`src/rtl/imem_loader_pkg.sv`:
```
// Shared types and constants for the instruction-memory boot loader.
package imem_loader_pkg;
    typedef enum logic [2:0] {
        IDLE,
        LEN_LO,
        LEN_HI,
        DATA,
        DONE
    } state_e;

    localparam int LEN_WIDTH  = 16;
    localparam int WORD_BYTES = 4;
endpackage

```
`src/rtl/imem_loader_if.sv`:
```
// Byte-stream valid/ready channel feeding the loader (e.g. from a UART receiver).
interface imem_loader_if;
    logic [7:0] s_data;
    logic       s_valid;
    logic       s_ready;

    modport master (output s_data, output s_valid, input  s_ready);
    modport slave  (input  s_data, input  s_valid, output s_ready);
endinterface

```
`src/rtl/imem_loader_byte_packer.sv`:
```
// Assembles little-endian bytes into 32-bit words; word_valid fires combinationally
// with the byte that completes a word.
module byte_packer
    import imem_loader_pkg::*;
(
    input  logic                    clk,
    input  logic                    rst_n,
    input  logic                    clear,
    input  logic                    byte_en,
    input  logic [7:0]              byte_in,
    output logic                    word_valid,
    output logic [8*WORD_BYTES-1:0] word
);
    localparam int LANE_W = $clog2(WORD_BYTES);

    logic [LANE_W-1:0]       lane_q, lane_d;
    logic [8*WORD_BYTES-1:0] shreg_q, shreg_d;

    // New bytes enter at the top, so after four shifts lane 0 sits in bits [7:0].
    always_comb begin
        lane_d     = lane_q;
        shreg_d    = shreg_q;
        word       = {byte_in, shreg_q[8*WORD_BYTES-1:8]};
        word_valid = byte_en && (lane_q == LANE_W'(WORD_BYTES - 1));
        if (clear) begin
            lane_d  = '0;
            shreg_d = '0;
        end else if (byte_en) begin
            lane_d  = lane_q + LANE_W'(1);
            shreg_d = word;
        end
    end

    always_ff @(posedge clk or negedge rst_n) begin
        if (!rst_n) begin
            lane_q  <= '0;
            shreg_q <= '0;
        end else begin
            lane_q  <= lane_d;
            shreg_q <= shreg_d;
        end
    end
endmodule

```
`src/rtl/imem_loader.sv`:
```
// Boot loader: reads a 16-bit word count then that many 32-bit words from a byte
// stream, writes them to instruction memory from address 0, and holds the core in reset.
module imem_loader
    import imem_loader_pkg::*;
#(
    parameter int ADDR_WIDTH = 10
) (
    input  logic                  clk,
    input  logic                  rst_n,
    input  logic                  start,
    imem_loader_if.slave          s,
    output logic                  we,
    output logic [ADDR_WIDTH-1:0] waddr,
    output logic [31:0]           wdata,
    output logic                  busy,
    output logic                  done,
    output logic                  overflow,
    output logic                  core_rst_n
);
    localparam logic [LEN_WIDTH:0] DEPTH = (LEN_WIDTH + 1)'(1) << ADDR_WIDTH;

    state_e                state_q, state_d;
    logic [LEN_WIDTH-1:0]  len_q, len_d;
    logic [LEN_WIDTH-1:0]  idx_q, idx_d, idx_next;
    logic                  we_q, we_d;
    logic [ADDR_WIDTH-1:0] waddr_q, waddr_d;
    logic [31:0]           wdata_q, wdata_d;
    logic                  done_q, done_d;
    logic                  ovf_q, ovf_d;
    logic                  in_load, accept, start_ok, word_valid;
    logic [31:0]           word;

    assign in_load  = (state_q == LEN_LO) || (state_q == LEN_HI) || (state_q == DATA);
    assign accept   = s.s_valid && in_load;
    assign start_ok = start && ((state_q == IDLE) || (state_q == DONE));
    assign idx_next = idx_q + LEN_WIDTH'(1);

    byte_packer u_packer (
        .clk       (clk),
        .rst_n     (rst_n),
        .clear     (start_ok),
        .byte_en   (accept && (state_q == DATA)),
        .byte_in   (s.s_data),
        .word_valid(word_valid),
        .word      (word)
    );

    always_comb begin
        state_d = state_q;
        len_d   = len_q;
        idx_d   = idx_q;
        we_d    = 1'b0;
        waddr_d = waddr_q;
        wdata_d = wdata_q;
        done_d  = done_q;
        ovf_d   = ovf_q;
        case (state_q)
            IDLE, DONE: begin
                if (start_ok) begin
                    state_d = LEN_LO;
                    done_d  = 1'b0;
                    ovf_d   = 1'b0;
                    idx_d   = '0;
                end else if (state_q == DONE) begin
                    // Delayed a cycle after entry so the final write lands first.
                    done_d = 1'b1;
                end
            end
            LEN_LO: begin
                if (accept) begin
                    len_d[7:0] = s.s_data;
                    state_d    = LEN_HI;
                end
            end
            LEN_HI: begin
                if (accept) begin
                    len_d[LEN_WIDTH-1:8] = s.s_data;
                    if ({s.s_data, len_q[7:0]} == '0) begin
                        state_d = DONE;
                        done_d  = 1'b1;
                    end else begin
                        state_d = DATA;
                    end
                end
            end
            DATA: begin
                if (word_valid) begin
                    idx_d = idx_next;
                    if ({1'b0, idx_q} < DEPTH) begin
                        we_d    = 1'b1;
                        waddr_d = idx_q[ADDR_WIDTH-1:0];
                        wdata_d = word;
                    end else begin
                        ovf_d = 1'b1;
                    end
                    if (idx_next == len_q) state_d = DONE;
                end
            end
            default: state_d = IDLE;
        endcase
    end

    always_ff @(posedge clk or negedge rst_n) begin
        if (!rst_n) begin
            state_q <= IDLE;
            len_q   <= '0;
            idx_q   <= '0;
            we_q    <= 1'b0;
            waddr_q <= '0;
            wdata_q <= '0;
            done_q  <= 1'b0;
            ovf_q   <= 1'b0;
        end else begin
            state_q <= state_d;
            len_q   <= len_d;
            idx_q   <= idx_d;
            we_q    <= we_d;
            waddr_q <= waddr_d;
            wdata_q <= wdata_d;
            done_q  <= done_d;
            ovf_q   <= ovf_d;
        end
    end

    assign s.s_ready  = in_load;
    assign busy       = in_load;
    assign we         = we_q;
    assign waddr      = waddr_q;
    assign wdata      = wdata_q;
    assign done       = done_q;
    assign overflow   = ovf_q;
    assign core_rst_n = done_q;
endmodule

```
`src/flat_wrapper.sv`:
```
// flat-port wrapper written by rule: the top's interface ports become plain ports
module imem_loader_flat import imem_loader_pkg::*;
#(
    parameter int ADDR_WIDTH = 10
)
  (clk, rst_n, start, we, waddr, wdata, busy, done, overflow, core_rst_n, s_s_data, s_s_valid, s_s_ready);
  imem_loader_if s_i ();
  input  logic clk;
  input  logic rst_n;
  input  logic start;
  output logic we;
  output logic [ADDR_WIDTH-1:0] waddr;
  output logic [31:0] wdata;
  output logic busy;
  output logic done;
  output logic overflow;
  output logic core_rst_n;
  input wire logic [$bits(s_i.s_data)-1:0] s_s_data;
  input wire logic [$bits(s_i.s_valid)-1:0] s_s_valid;
  output wire logic [$bits(s_i.s_ready)-1:0] s_s_ready;
  assign s_i.s_data = s_s_data;
  assign s_i.s_valid = s_s_valid;
  assign s_s_ready = s_i.s_ready;
  imem_loader #(.ADDR_WIDTH(ADDR_WIDTH)) u_core (.clk(clk), .rst_n(rst_n), .start(start), .s(s_i), .we(we), .waddr(waddr), .wdata(wdata), .busy(busy), .done(done), .overflow(overflow), .core_rst_n(core_rst_n));
endmodule
```
`config.mk`:
```
export PLATFORM = sky130hd
export DESIGN_NAME = imem_loader_flat
export DESIGN_NICKNAME = d
export VERILOG_FILES = /design/src/rtl/imem_loader_pkg.sv /design/src/rtl/imem_loader_if.sv /design/src/rtl/imem_loader_byte_packer.sv /design/src/rtl/imem_loader.sv /design/src/flat_wrapper.sv
export SDC_FILE = /design/constraint.sdc
export NUM_CORES = 1
export LEC_CHECK = 0
export CAP_MARGIN = 25
export CORE_MARGIN = 2
export CORE_UTILIZATION = 45
export DETAILED_ROUTE_END_ITERATION = 8
export GPL_TIMING_DRIVEN = 1
export MAX_ROUTING_LAYER = met4
export PLACE_DENSITY = 0.68
export SETUP_SLACK_MARGIN = 0.1
export SLEW_MARGIN = 20
export SYNTH_ARGS = -nofsm -noshare
export SYNTH_HDL_FRONTEND = slang
export SYNTH_SLANG_ARGS = --single-unit
```
`constraint.sdc`:
```
create_clock -name clk -period 3.35 [get_ports clk]
set_clock_uncertainty 0.2 [all_clocks]
set_input_delay 0.5025 -clock clk [delete_from_list [all_inputs] [get_ports clk]]
set_output_delay 0.5025 -clock clk [all_outputs]
set_load 0.05 [all_outputs]
```
# --- Word level (Yosys, flattened, before mapping) ---
# Cells that the tools add are included.
totals:
  reg_bits: 114
  wordCells: 74
op_classes:
  n_addsub: 2
  n_lt_le_gt_ge: 1
  eq_ne: 14
  n_mux: 26
  n_reduce_logical: 20
ops:
  columns: ["operator", "count"]
  rows:
  - ["$mux 32", 2]
  - ["$mux 16", 2]
  - ["$pmux 16 s2", 1]
  - ["$mux 3", 6]
  - ["$add 16x1->16 const B", 1]
  - ["$eq 16x16->1", 1]
  - ["$logic_not 16->1", 1]
  - ["$lt 16x11->1 const B", 1]
  - ["$pmux 3 s4", 1]
  - ["$mux 1", 10]
  - ["$ne 2x2->1 const B", 4]
  - ["$reduce_and 4->1", 2]
  - ["$eq 3x2->1 const B", 2]
  - ["$ne 2x1->1 const B", 3]
  - ["$reduce_and 3->1", 2]
  - ["$reduce_bool 2->1", 3]
  - ["$reduce_and 5->1", 1]
  - ["$logic_and 1x1->1", 4]
  - ["$mux 2", 2]
  - ["$pmux 1 s2", 2]
  - ["$reduce_and 2->1", 2]
  - ["$eq 3x1->1 const B", 1]
  - ["$eq 3x3->1 const B", 1]
  - ["$logic_not 3->1", 1]
  - ["other kinds (5)", 7]

# --- Longest topological paths before layout ---
# Gate-level depths: netlist of the first run.
logic_depth:
  depth_word: 8
  mapped_depth: 10
  mapped_depth_nobuf: 7

# --- Cells and area by module ---
# A second synthesis of the first run with hierarchy kept.
unflattened:
  cells_unflattened: 530
  hier_area_um2: 5079.9
modules_own_cells:
  columns: ["module", "n_inst", "cells_each", "area_each_um2", "seq_area_each_um2"]
  rows:
  - ["imem_loader", 1, 436, 3925.0, 2001.9]
  - ["byte_packer", 1, 94, 1154.9, 650.6]

# --- Least setup slack after synthesis of the first run ---
# OpenSTA, ideal clock, no wires.
synth_timing:
  path_type: "register to output"
  from: "reg u_core.state_q[1]"
  to: "out s_s_ready"
  arrival_ns: 1.561
  required_ns: 2.647
  slack_ns: 1.086
  path_stages_with_launch: 5
  path_buffers: 2
  cell_sequence: "dfrtp_1 buf_2 nor2_1 nor2_1 buf_4"
synth_between:
  elab_chain_cells: 3
  elab_cells_between_ends: 5
  classes_between: "eq/ne (3); reduce/logical (2)"
synth_rtl:
  columns: ["item", "line_no", "text"]
  rows:
  - ["start: declaration", "imem_loader.sv:22", "state_e state_q, state_d;"]
  - ["start signal: assignment", "imem_loader.sv:114", "state_q <= state_d;"]
  - ["$eq 3x1->1 or $eq 3x2->1 (tied branches)", "imem_loader.sv:33", "assign in_load = (state_q == LEN_LO) || (state_q == LEN_HI) || (state_q == DATA);"]
  - ["$logic_or 1x1->1", "imem_loader.sv:33", null]
  - ["$logic_or 1x1->1 *", "imem_loader.sv:33", null]
  - ["end: declaration", "flat_wrapper.sv:20", "output wire logic [$bits(s_i.s_ready)-1:0] s_s_ready;"]
# Every way passes the cells marked *; elsewhere a longest branch is shown, timed or not.

# --- Final worst setup path of the first run ---
layout_timing:
  from: "reg u_core.state_q[0]"
  to: "out s_s_ready"
# The elaborated chain is that of the path after synthesis.

==> summary.md, run 1 <==
| Metric | Value |
|---|---|
| Total Routing Usage GR | `22.1%` |
| Pre-CTS setup slack | `about 0.63 ns` |
| Syn_nets | `between 500 and 600` |
| Post-synth EDFFs | `0` |
| Pwr Density | `about 700 nW/um2` |
| Final net count | `a little over 600` |
| Sw frac | `roughly 42%` |
| Final Power | `between 4000 and 5000 uW` |
| Fin. max-slew vios | `0` |
| Via count | `just under 4000` |
| Psw | `approximately 1700 uW` |
| GPL Wtd Cong | `0.936` |
| Drt total wl | `11.9 mm` |
| Post-synthesis xor/xnor area fraction | `around 3.2%` |
| Non-Filler Instances | `about 740` |
| Share of layout cells above drive strength 1 | `a little under a tenth` |
| Post-synth top area share | `a little over half` |
| Avg Vias per Cell | `5.35` |
| Synth warn | `0` |
| Crit path capture type | `output port` |
| Pint | `about 2300 uW` |
| Filler Cells Inserted | `roughly 1000` |
| Critical Path AT | `roughly 2.1 ns` |
| Synthesized area | `roughly 5000 um2` |
| Worst-Skew Late Latency | `between 0.3 and 0.4 ns` |
| Initial DRC Count | `about 260` |
| Multiplexer share of the synthesized area | `4.02%` |
| Post-CTS Hold Fix Bufs | `1` |
| Worst min path class | `flip-flop to flip-flop` |
| Synth Area in Simple Gates | `about 25%` |
| Adder-cell share of the synthesized area | `less than 1%` |
| Seq cells post-synth | `between 100 and 150` |
| Most common cell after layout, fill and taps aside | `nand2_1` |
| FP Rows | `38` |
| 1st-pass router iterations | `5` |
| Starting Density | `between 40% and 50%` |
| DPL Wire Length | `8.53 mm` |
| Die height | `around 110 um` |
| Most frequent cells in the layout | `197 x nand2_1, 106 x dfrtp_1, 58 x clkdlybuf4s50_1, 56 x o21ai_0, 21 x nor2_1` |
| Buffers on Ports | `59` |
| Worst hold stages | `2` |
| Achievable Freq | `roughly 0.36 GHz` |
| Worst EP required | `about 2.7 ns` |
| CP max FO | `13` |
| CTS H-tree lvls | `3` |
| Total core area | `around 11000 um2` |
| Max transition margin | `50.9%` |
| Area leader, netlist | `dfrtp_1` |
| Startpoint types | `flip-flop` |
| Kind of critical path | `flip-flop to output port` |
| Slew @ Worst Pin | `around 0.73 ns` |
| Worst Reg2Reg Path Length in Cells | `7` |
| Setup WS post-layout | `around 0.55 ns` |
| Final Hold Vio Count | `0` |
| Detail Route Antenna Nets | `0` |
| Clock Path Buffers | `2` |
| Num ports | `60` |
| Hold slack | `~0.28 ns` |
| Outcome | `finished, final reports clean` |
| GRT overflow | `0` |
| Clock power share | `a little under a fifth` |
| Tcrit/Tclk final | `roughly 83%` |
| Postcts setup bufs | `0` |
| Post-CTS sizing | `0` |
| CTS tree | `yes` |
| Comb pwr share | `about two fifths` |
| Largest net degree at the start of global routing | `51` |
| Synth-to-layout area growth | `17.7%` |
| Final setup viols | `0` |
| TritonCTS Sinks | `approximately 110` |
| Setup_tns | `0 ns` |
| Die area | `between 10000 and 15000 um2` |
| Vias in the first global route | `around 3900` |
| Reg clk slew, reported paths | `0.12 ns` |
| Avg Inst Size Synth | `9.06 um2` |
| Cell Count Post-Placement | `724` |
| DIE WIDTH | `roughly 110 um` |
| Initial antenna violation count | `0` |
| Post-Syn Instances | `between 500 and 600` |
| Leakage power | `roughly 0.0028 uW` |
| RSZ-0062 raised after global routing | `false` |
| Seq pwr share | `between 40% and 50%` |
| Total CTS buffers | `9` |
| Post-synth top flop | `dfrtp_1` |
| Largest family of logic cells by synthesized area | `simple AND/OR/NAND/NOR gates` |
| First-pass GRT wire length | `around 20 mm` |
| Tmin final | `2.80 ns` |
| MaxCap Viol Count | `0` |
| Synth area leaders | `dfrtp_1 53%, nand2_1 15%, o21ai_0 5.6%` |
| DR DRC count | `0` |
| Compound-Gate Fraction of Synth Area | `10.4%` |
| Async SR Flop Fraction | `100%` |
| Clock Tree Root | `clkbuf_8` |
| Library cells used by synthesis | `slightly below 50` |
| Drt wl/cell | `between 15 and 20 um` |
| Peak supply drop | `461 uV` |
| Inserted Diodes | `0` |
| Register area share after synthesis | `roughly 53%` |
## area by class of cell
cell class | instances | area, um2 | area share (%)
flip-flops and latches | 106 | 2650 | 45.2
multi-input cells | 401 | 2150 | 36.6
repair buffers | 70 | 673 | 11.5
well taps | 140 | 175 | 2.99
clock buffers | 10 | 128 | 2.18
clock inverters | 6 | 56.3 | 0.960
inverters | 8 | 30.0 | 0.512
## sequential cells by signal, summed over array words and instances, names as in the netlist, 2 cells and up
register                 count
u_core.waddr                10
u_core.u_packer.lane_q       2
u_core.idx_q                16
u_core.wdata                32
u_core.state_q               3
u_core.len_q                16
u_core.u_packer.shreg_q     24
## stage by stage
stage               util [%]  cell area [um2]
floorplan                  -             4980
global placement        52.3             5670
detailed placement      52.3             5670
CTS                     54.1             5860
global route            54.1             5860
finish                  54.1             5860
## worst paths after layout
| kind | startpoint | endpoint | slack [ns] |
|---|---|---|---|
| worst min register to register | u_core.u_packer.shreg_q[14]$_DFFE_PN0P_ | u_core.wdata[6]$_DFFE_PN0P_ | 0.28 |
| worst max register to register | u_core.idx_q[0]$_DFFE_PN0P_ | u_core.state_q[1]$_DFFE_PN0P_ | 0.63 |
| min in group asynchronous | rst_n | u_core.wdata[7]$_DFFE_PN0P_ | 0.48 |
| max in group asynchronous | rst_n | u_core.len_q[12]$_DFFE_PN0P_ | 1.69 |
| worst max-delay path | u_core.state_q[0]$_DFFE_PN0P_ | s_s_ready | 0.55 |
| worst min-delay path | u_core.u_packer.shreg_q[14]$_DFFE_PN0P_ | u_core.wdata[6]$_DFFE_PN0P_ | 0.28 |
## routing by layer
| metal | up-vias | track usage (%) | wire, um |
|---|---|---|---|
| met4 | 0 | 6.96 | 242 |
| met2 | 90 | 32.5 | 5400 |
| met1 | 1932 | 31.2 | 5850 |
| li1 | 1929 | - | - |
| met5 | - | - | 0 |
| met3 | 16 | 3.83 | 413 |
## worst max-delay path: stages, from the launching register on
cell and delay, ns:
dfrtp_1 0.57, nor2_1 0.15, nor2_1 0.18, clkdlybuf4s50_1 0.83
## cell usage after synthesis, drive strengths merged (6+ instances only)
cell type / n
dfrtp: 106
nand3: 13
inv: 8
clkbuf: 18
nor2: 21
nand4: 6
nor4: 10
buf: 17
mux2: 16
a21oi: 11
nand2: 197
xnor2: 9
xor2: 9
o21ai: 56
## power by group through the flow
stage	clock network (uW)	logic, uW	registers (uW)
3_3_place_gp	0	1550	1720
4_1_cts	776	1570	1710
2_1_floorplan	0	385	2350
5_1_grt	834	1660	1740
3_5_place_dp	0	1560	1730
6_report	757	1560	1710
## cell families after synthesis
kind of cell    after synthesis
buf+inv                      43
mux                          18
flops                       106
fa+ha+maj                     2
compound gates               89
simple gates                274
xor+xnor                     18
Power figures use the tool's default switching activity.
==> run 2: changes to the inputs <==
clock period = 2.9 ns   (was 3.35 ns; I/O delays follow)
==> summary.md, run 2 (synthesized netlist as in run 1, its figures left out) <==
| Metric | Value |
|---|---|
| Total CTS buffers | `9 (unchanged)` |
| Max transition margin | `46.6% (-4.4 points)` |
| Starting Density | `46.0% (unchanged)` |
| Largest net degree at the start of global routing | `63 (+24%)` |
| Avg Vias per Cell | `5.45 (+1.9%)` |
| Initial DRC Count | `387 (+47%)` |
| Peak supply drop | `595 uV (+29%)` |
| Total Routing Usage GR | `22.3% (+0.24 points)` |
| Final net count | `614 (+0.66%)` |
| Pwr Density | `788 nW/um2 (+15%)` |
| Slew @ Worst Pin | `0.801 ns (+0.0671 ns)` |
| Inserted Diodes | `0 (unchanged)` |
| Largest register FFs | `32 (unchanged)` |
| MaxCap Viol Count | `0 (unchanged)` |
| Worst min path class | `flip-flop to flip-flop` |
| Vias in the first global route | `3884 (+0.26%)` |
| Final Util | `54.8% (+0.67 points)` |
| Kind of critical path | `flip-flop to flip-flop` |
| Final instance area | `5940 um2 (+1.2%)` |
| Most common cell after layout, fill and taps aside | `nand2_1` |
| CP most frequent cell | `nor4_4` |
| Die area | `11900 um2 (unchanged)` |
| Critical path's largest stage delay | `0.47 ns (-0.36 ns)` |
| Final Hold Vio Count | `0 (unchanged)` |
| Detail Route Antenna Nets | `0 (unchanged)` |
| Clock Path Buffers | `2 (unchanged)` |
| 1st-pass router iterations | `5 (unchanged)` |
| Achievable Freq | `0.373 GHz` |
| Worst EP required | `2.95 ns (+0.30 ns)` |
| Placed Area | `5700 um2 (+0.62%)` |
| Startpoint types | `flip-flop` |
| RSZ-0062 raised after global routing | `false` |
| DR DRC count | `0 (unchanged)` |
| First-pass GRT wire length | `19.9 mm (+1.1%)` |
| CTS H-tree lvls | `3 (unchanged)` |
| Share of layout cells above drive strength 1 | `10.1% (+0.93 points)` |
| Buf/Inv on CP | `0 (-1)` |
| Critical Path AT | `2.73 ns (+0.64 ns)` |
| Drt wl/cell | `15.9 um (-1.3%)` |
| Setup_tns | `0 ns (unchanged)` |
| Top delay family on crit path | `simple AND/OR/NAND/NOR gates` |
| Clock Tree Root | `clkbuf_8` |
| Die height | `109 um (unchanged)` |
| Worst-Skew Late Latency | `0.38 ns (+0.02 ns)` |
| FP Rows | `38 (unchanged)` |
| DPL Wire Length | `8.27 mm (-3.0%)` |
| DIE WIDTH | `109 um (unchanged)` |
| Initial antenna violation count | `0 (unchanged)` |
| Tcrit/Tclk final | `between 90% and 100%` |
| Fin. max-slew vios | `0 (unchanged)` |
| CTS tree | `yes` |
| Num ports | `60 (unchanged)` |
| Drt total wl | `11.8 mm (-0.75%)` |
| Total core area | `10800 um2 (unchanged)` |
| Most frequent cells in the layout | `197 x nand2_1, 106 x dfrtp_1, 56 x o21ai_0, 56 x clkdlybuf4s50_1, 21 x nor2_1` |
| Reg clk slew, reported paths | `0.10 ns (-0.02 ns)` |
| TritonCTS Sinks | `106 (unchanged)` |
| CP max FO | `7 (-6)` |
| Tmin final | `2.68 ns` |
| Outcome | `finished, final reports clean` |
| GRT overflow | `0 (unchanged)` |
| Crit path capture type | `flip-flop` |
| Buffers on Ports | `59 (unchanged)` |
| Leakage power | `0.00284 uW (+0.90%)` |
| Via count | `4063 (+2.4%)` |
| Cell at the slowest stage of the critical path | `dfrtp_1` |
| Synth-to-layout area growth | `19.1%` |
| Final setup viols | `0 (unchanged)` |
| GPL Wtd Cong | `0.997 (+6.5%)` |
| CP Cell Sequence | `ha_1 -> nand4_1 -> nor4_4 -> xnor2_1 -> a211o_1 -> nor4_4 -> o21ai_0` |
[run 2: cell types whose count changed in the layout (fill, tap and decap cells not counted)]
cell	change
buf_4	+3
clkdlybuf4s50_1	-2
dlymetal6s2s_1	+2
buf_12	+1
clkinv_4	+1
clkinv_8	+1
inv_6	-1
inv_8	-1
nor3_1	-1
nor3_2	+1
nor4_1	-1
nor4_4	+1
[run 2: tightest hold or removal path, delay by kind of cell, from the launching register on]
kind / cells / cell delay [ns]
flip-flops: 1 / 0.35
AND/OR/NAND/NOR: 2 / 0.10
[run 2: through the flow]
step                      std cells  hold WS (ns)  setup slack, ns  total power [uW]
after floorplan                 550       -0.0606            0.690              3170
final                           745         0.282            0.220              4680
after detailed placement        727         0.261            0.247              3830
after CTS                       744         0.288            0.186              4700
after global placement          727         0.256            0.401              3800
after global routing            745         0.302           0.0948              4920
[run 2: path summary, 6_finish.rpt]
path                                        startpoint                       endpoint  slack, ns  depth (start not counted)
setup reg to reg           u_core.idx_q[1]$_DFFE_PN0P_  u_core.state_q[1]$_DFFE_PN0P_       0.22                          7
min in group asynchronous                        rst_n    u_core.wdata[5]$_DFFE_PN0P_       0.47                          2
setup / recovery           u_core.idx_q[1]$_DFFE_PN0P_  u_core.state_q[1]$_DFFE_PN0P_       0.22                          7
hold / removal             u_core.wdata[3]$_DFFE_PN0P_    u_core.wdata[3]$_DFFE_PN0P_       0.28                          2
hold reg to reg            u_core.wdata[3]$_DFFE_PN0P_    u_core.wdata[3]$_DFFE_PN0P_       0.28                          2
max in group asynchronous                        rst_n   u_core.len_q[10]$_DFFE_PN0P_       1.29                          3
[run 2: final cells by class]
cell class | count | area (um2)
clock buffers | 10 | 128
clock inverters | 6 | 61.3
repair buffers | 74 | 721
flip-flops and latches | 106 | 2650
fillers | 1011 | 4900
well taps | 140 | 175
inverters | 8 | 30.0
multi-input cells | 401 | 2170
[run 2: layer usage]
| layer | global-route usage (%) | wire length, um | vias to the layer above |
|---|---|---|---|
| li1 | - | - | 1932 |
| met2 | 32.2 | 5470 | 123 |
| met4 | 6.78 | 178 | 0 |
| met3 | 4.00 | 522 | 19 |
| met5 | - | 0 | - |
| met1 | 32.2 | 5660 | 1989 |
[run 2: power breakdown]
part	switching (uW)	internal, uW	total, uW	leakage (uW)
registers	200	1760	1960	0.00138
logic	1250	593	1840	0.00137
clock network	546	332	878	0.0000917
total	1990	2690	4680	0.00284
[run 2: repair_timing]
action | 4_1_cts | 5_1_grt
buffers inserted | 0 | 1
hold buffers | 1 | 0
gates resized for setup | 0 | 5
setup endpoints to repair | 0 | 5
hold endpoints to repair | 61 | 0
==> run 3: changes to the inputs <==
clock period = 2.55 ns   (was 2.9 ns; I/O delays follow)
==> summary.md, run 3 (synthesized netlist as in run 1, its figures left out) <==
| Metric | Value |
|---|---|
| CTS H-tree lvls | `3 (unchanged)` |
| Most frequent cells in the layout | `197 x nand2_1, 103 x dfrtp_1, 56 x clkdlybuf4s50_1, 55 x o21ai_0, 49 x buf_4` |
| Non-Filler Instances | `778 (+4.4%)` |
| Clock Tree Root | `clkbuf_8` |
| MaxCap Viol Count | `0 (unchanged)` |
| Share of layout cells above drive strength 1 | `16.5% (+6.4 points)` |
| Worst Reg2Reg Path Length in Cells | `10 (+3)` |
| CP max FO | `5 (-2)` |
| Crit path from | `u_core.idx_q[1]$_DFFE_PN0P_` |
| Synth-to-layout area growth | `25.3%` |
| Drt wl/cell | `16.1 um (+1.4%)` |
| Total CTS buffers | `9 (unchanged)` |
| Worst min path class | `input pin to asynchronous set/reset pin` |
| Setup WS post-layout | `0.129 ns (-0.0912 ns)` |
| Max transition margin | `66.0% (+19 points)` |
| Pwr Density | `882 nW/um2 (+12%)` |
| FP Rows | `38 (unchanged)` |
| GPL Wtd Cong | `0.921 (-7.7%)` |
| CTS tree | `yes` |
| Drt total wl | `12.5 mm (+5.9%)` |
| Final setup viols | `0 (unchanged)` |
| RSZ-0062 raised after global routing | `true` |
| Largest register FFs | `32 (unchanged)` |
| Vias in the first global route | `3986 (+2.6%)` |
| Largest net degree at the start of global routing | `85 (+35%)` |
| Total core area | `10800 um2 (unchanged)` |
| R2R Setup Slk | `0.13 ns (-0.09 ns)` |
| Reg clk slew, reported paths | `0.10 ns (about the same)` |
| Tcrit/Tclk final | `95.0% (+2.5 points)` |
| Inserted Diodes | `0 (unchanged)` |
| Achievable Freq | `0.413 GHz (+11%)` |
| 1st-pass router iterations | `5 (unchanged)` |
| Final net count | `647 (+5.4%)` |
| Tmin final | `2.42 ns (-0.259 ns)` |
| Peak supply drop | `578 uV (-2.8%)` |
| Initial antenna violation count | `0 (unchanged)` |
| DR DRC count | `0 (unchanged)` |
| Detail Route Antenna Nets | `0 (unchanged)` |
| Crit path capture type | `flip-flop` |
| Most common cell after layout, fill and taps aside | `nand2_1` |
| Worst-Skew Late Latency | `0.38 ns (about the same)` |
| Outcome | `finished, final reports clean` |
| Final Hold Vio Count | `0 (unchanged)` |
| Initial DRC Count | `320 (-17%)` |
| Leakage power | `0.00303 uW (+6.9%)` |
| Buffers on Ports | `59 (unchanged)` |
| Worst EP required | `2.63 ns (-0.32 ns)` |
| Critical Path AT | `2.50 ns (-0.23 ns)` |
| Die area | `11900 um2 (unchanged)` |
| Worst r2r dst | `u_core.state_q[2]$_DFFE_PN0P_` |
| TritonCTS Sinks | `106 (unchanged)` |
| Pre-CTS setup slack | `-0.0375 ns (-0.285 ns)` |
| DIE WIDTH | `109 um (unchanged)` |
| GRT overflow | `0 (unchanged)` |
| Startpoint types | `flip-flop` |
| Filler Cells Inserted | `970 (-4.1%)` |
| Via count | `4142 (+1.9%)` |
| Total Routing Usage GR | `23.0% (+0.72 points)` |
| DPL Wire Length | `8.99 mm (+8.7%)` |
| Starting Density | `46.0% (unchanged)` |
| Slew @ Worst Pin | `0.509 ns (-0.293 ns)` |
| Kind of critical path | `flip-flop to flip-flop` |
| Cell Count Post-Placement | `752 (+3.4%)` |
| Die height | `109 um (unchanged)` |
| First-pass GRT wire length | `20.4 mm (+2.4%)` |
| Num ports | `60 (unchanged)` |
| Avg Vias per Cell | `5.32 (-2.4%)` |
| Clock Path Buffers | `2 (unchanged)` |
| Worst r2r src | `u_core.idx_q[1]$_DFFE_PN0P_` |
| Fin. max-slew vios | `0 (unchanged)` |
run 3: worst max-delay path: stages (launching register included):
cell	delay, ns
dfrtp_2	0.45
buf_4	0.14
nand4_1	0.19
buf_4	0.21
nor4_4	0.24
buf_4	0.19
nor3_2	0.05
o22ai_1	0.27
nor4_4	0.09
buf_4	0.15
a21o_1	0.16
run 3: where the power goes:
| group | leakage (uW) | switching (uW) | internal [uW] |
|---|---|---|---|
| Clock | 0.000105 | 607 | 493 |
| Combinational | 0.00155 | 1450 | 736 |
| Sequential | 0.00138 | 217 | 2010 |
| Total | 0.00303 | 2270 | 3240 |
run 3: metrics by stage:
stage | utilization (%) | TNS, ns | hold slack [ns] | area [um2] | power [uW]
floorplan | - | 0 | -0.113 | 4980 | 3600
global placement | 54.3 | 0 | 0.0934 | 5890 | 4340
detailed placement | 54.3 | -0.0762 | 0.102 | 5890 | 4380
CTS | 56.6 | 0 | 0.227 | 6130 | 5500
global route | 57.6 | 0 | 0.259 | 6240 | 5790
finish | 57.6 | 0 | 0.233 | 6240 | 5510
run 3: worst max-delay path by stage:
stage / to / slack (ns) / cells after the start
after floorplan: u_core.state_q[0]$_DFFE_PN0P_ / 0.34 / 7
after global placement: u_core.state_q[0]$_DFFE_PN0P_ / 0.03 / 8
after detailed placement: u_core.state_q[0]$_DFFE_PN0P_ / -0.04 / 8
after CTS: u_core.state_q[0]$_DFFE_PN0P_ / 0.13 / 9
after global routing: u_core.state_q[0]$_DFFE_PN0P_ / 0.01 / 10
final: u_core.state_q[2]$_DFFE_PN0P_ / 0.13 / 10
run 3: timing repair:
action | CTS | global route
setup buffers | 2 | 7
hold endpoints to repair | 22 | 0
setup endpoints to repair | 3 | 3
gates resized for setup | 3 | 13
pin swaps | 0 | 4
hold buffers | 1 | 0
run 3: area by class of cell:
cell class                 count  area (um2)  area share, %
clock inverter                 6        71.3           1.14
multi-input combinational    401        2220           35.5
sequential                   106        2660           42.5
tap                          140         175           2.81
inverter                       8        30.0          0.481
clock buffer                  10         138           2.20
timing repair buffer         107         958           15.3
run 3: metal layers:
layer	wire length (um)	GRT usage (%)
met2	5820	34.5
met1	5720	31.2
met4	352	10.4
met3	622	3.23
met5	0	-
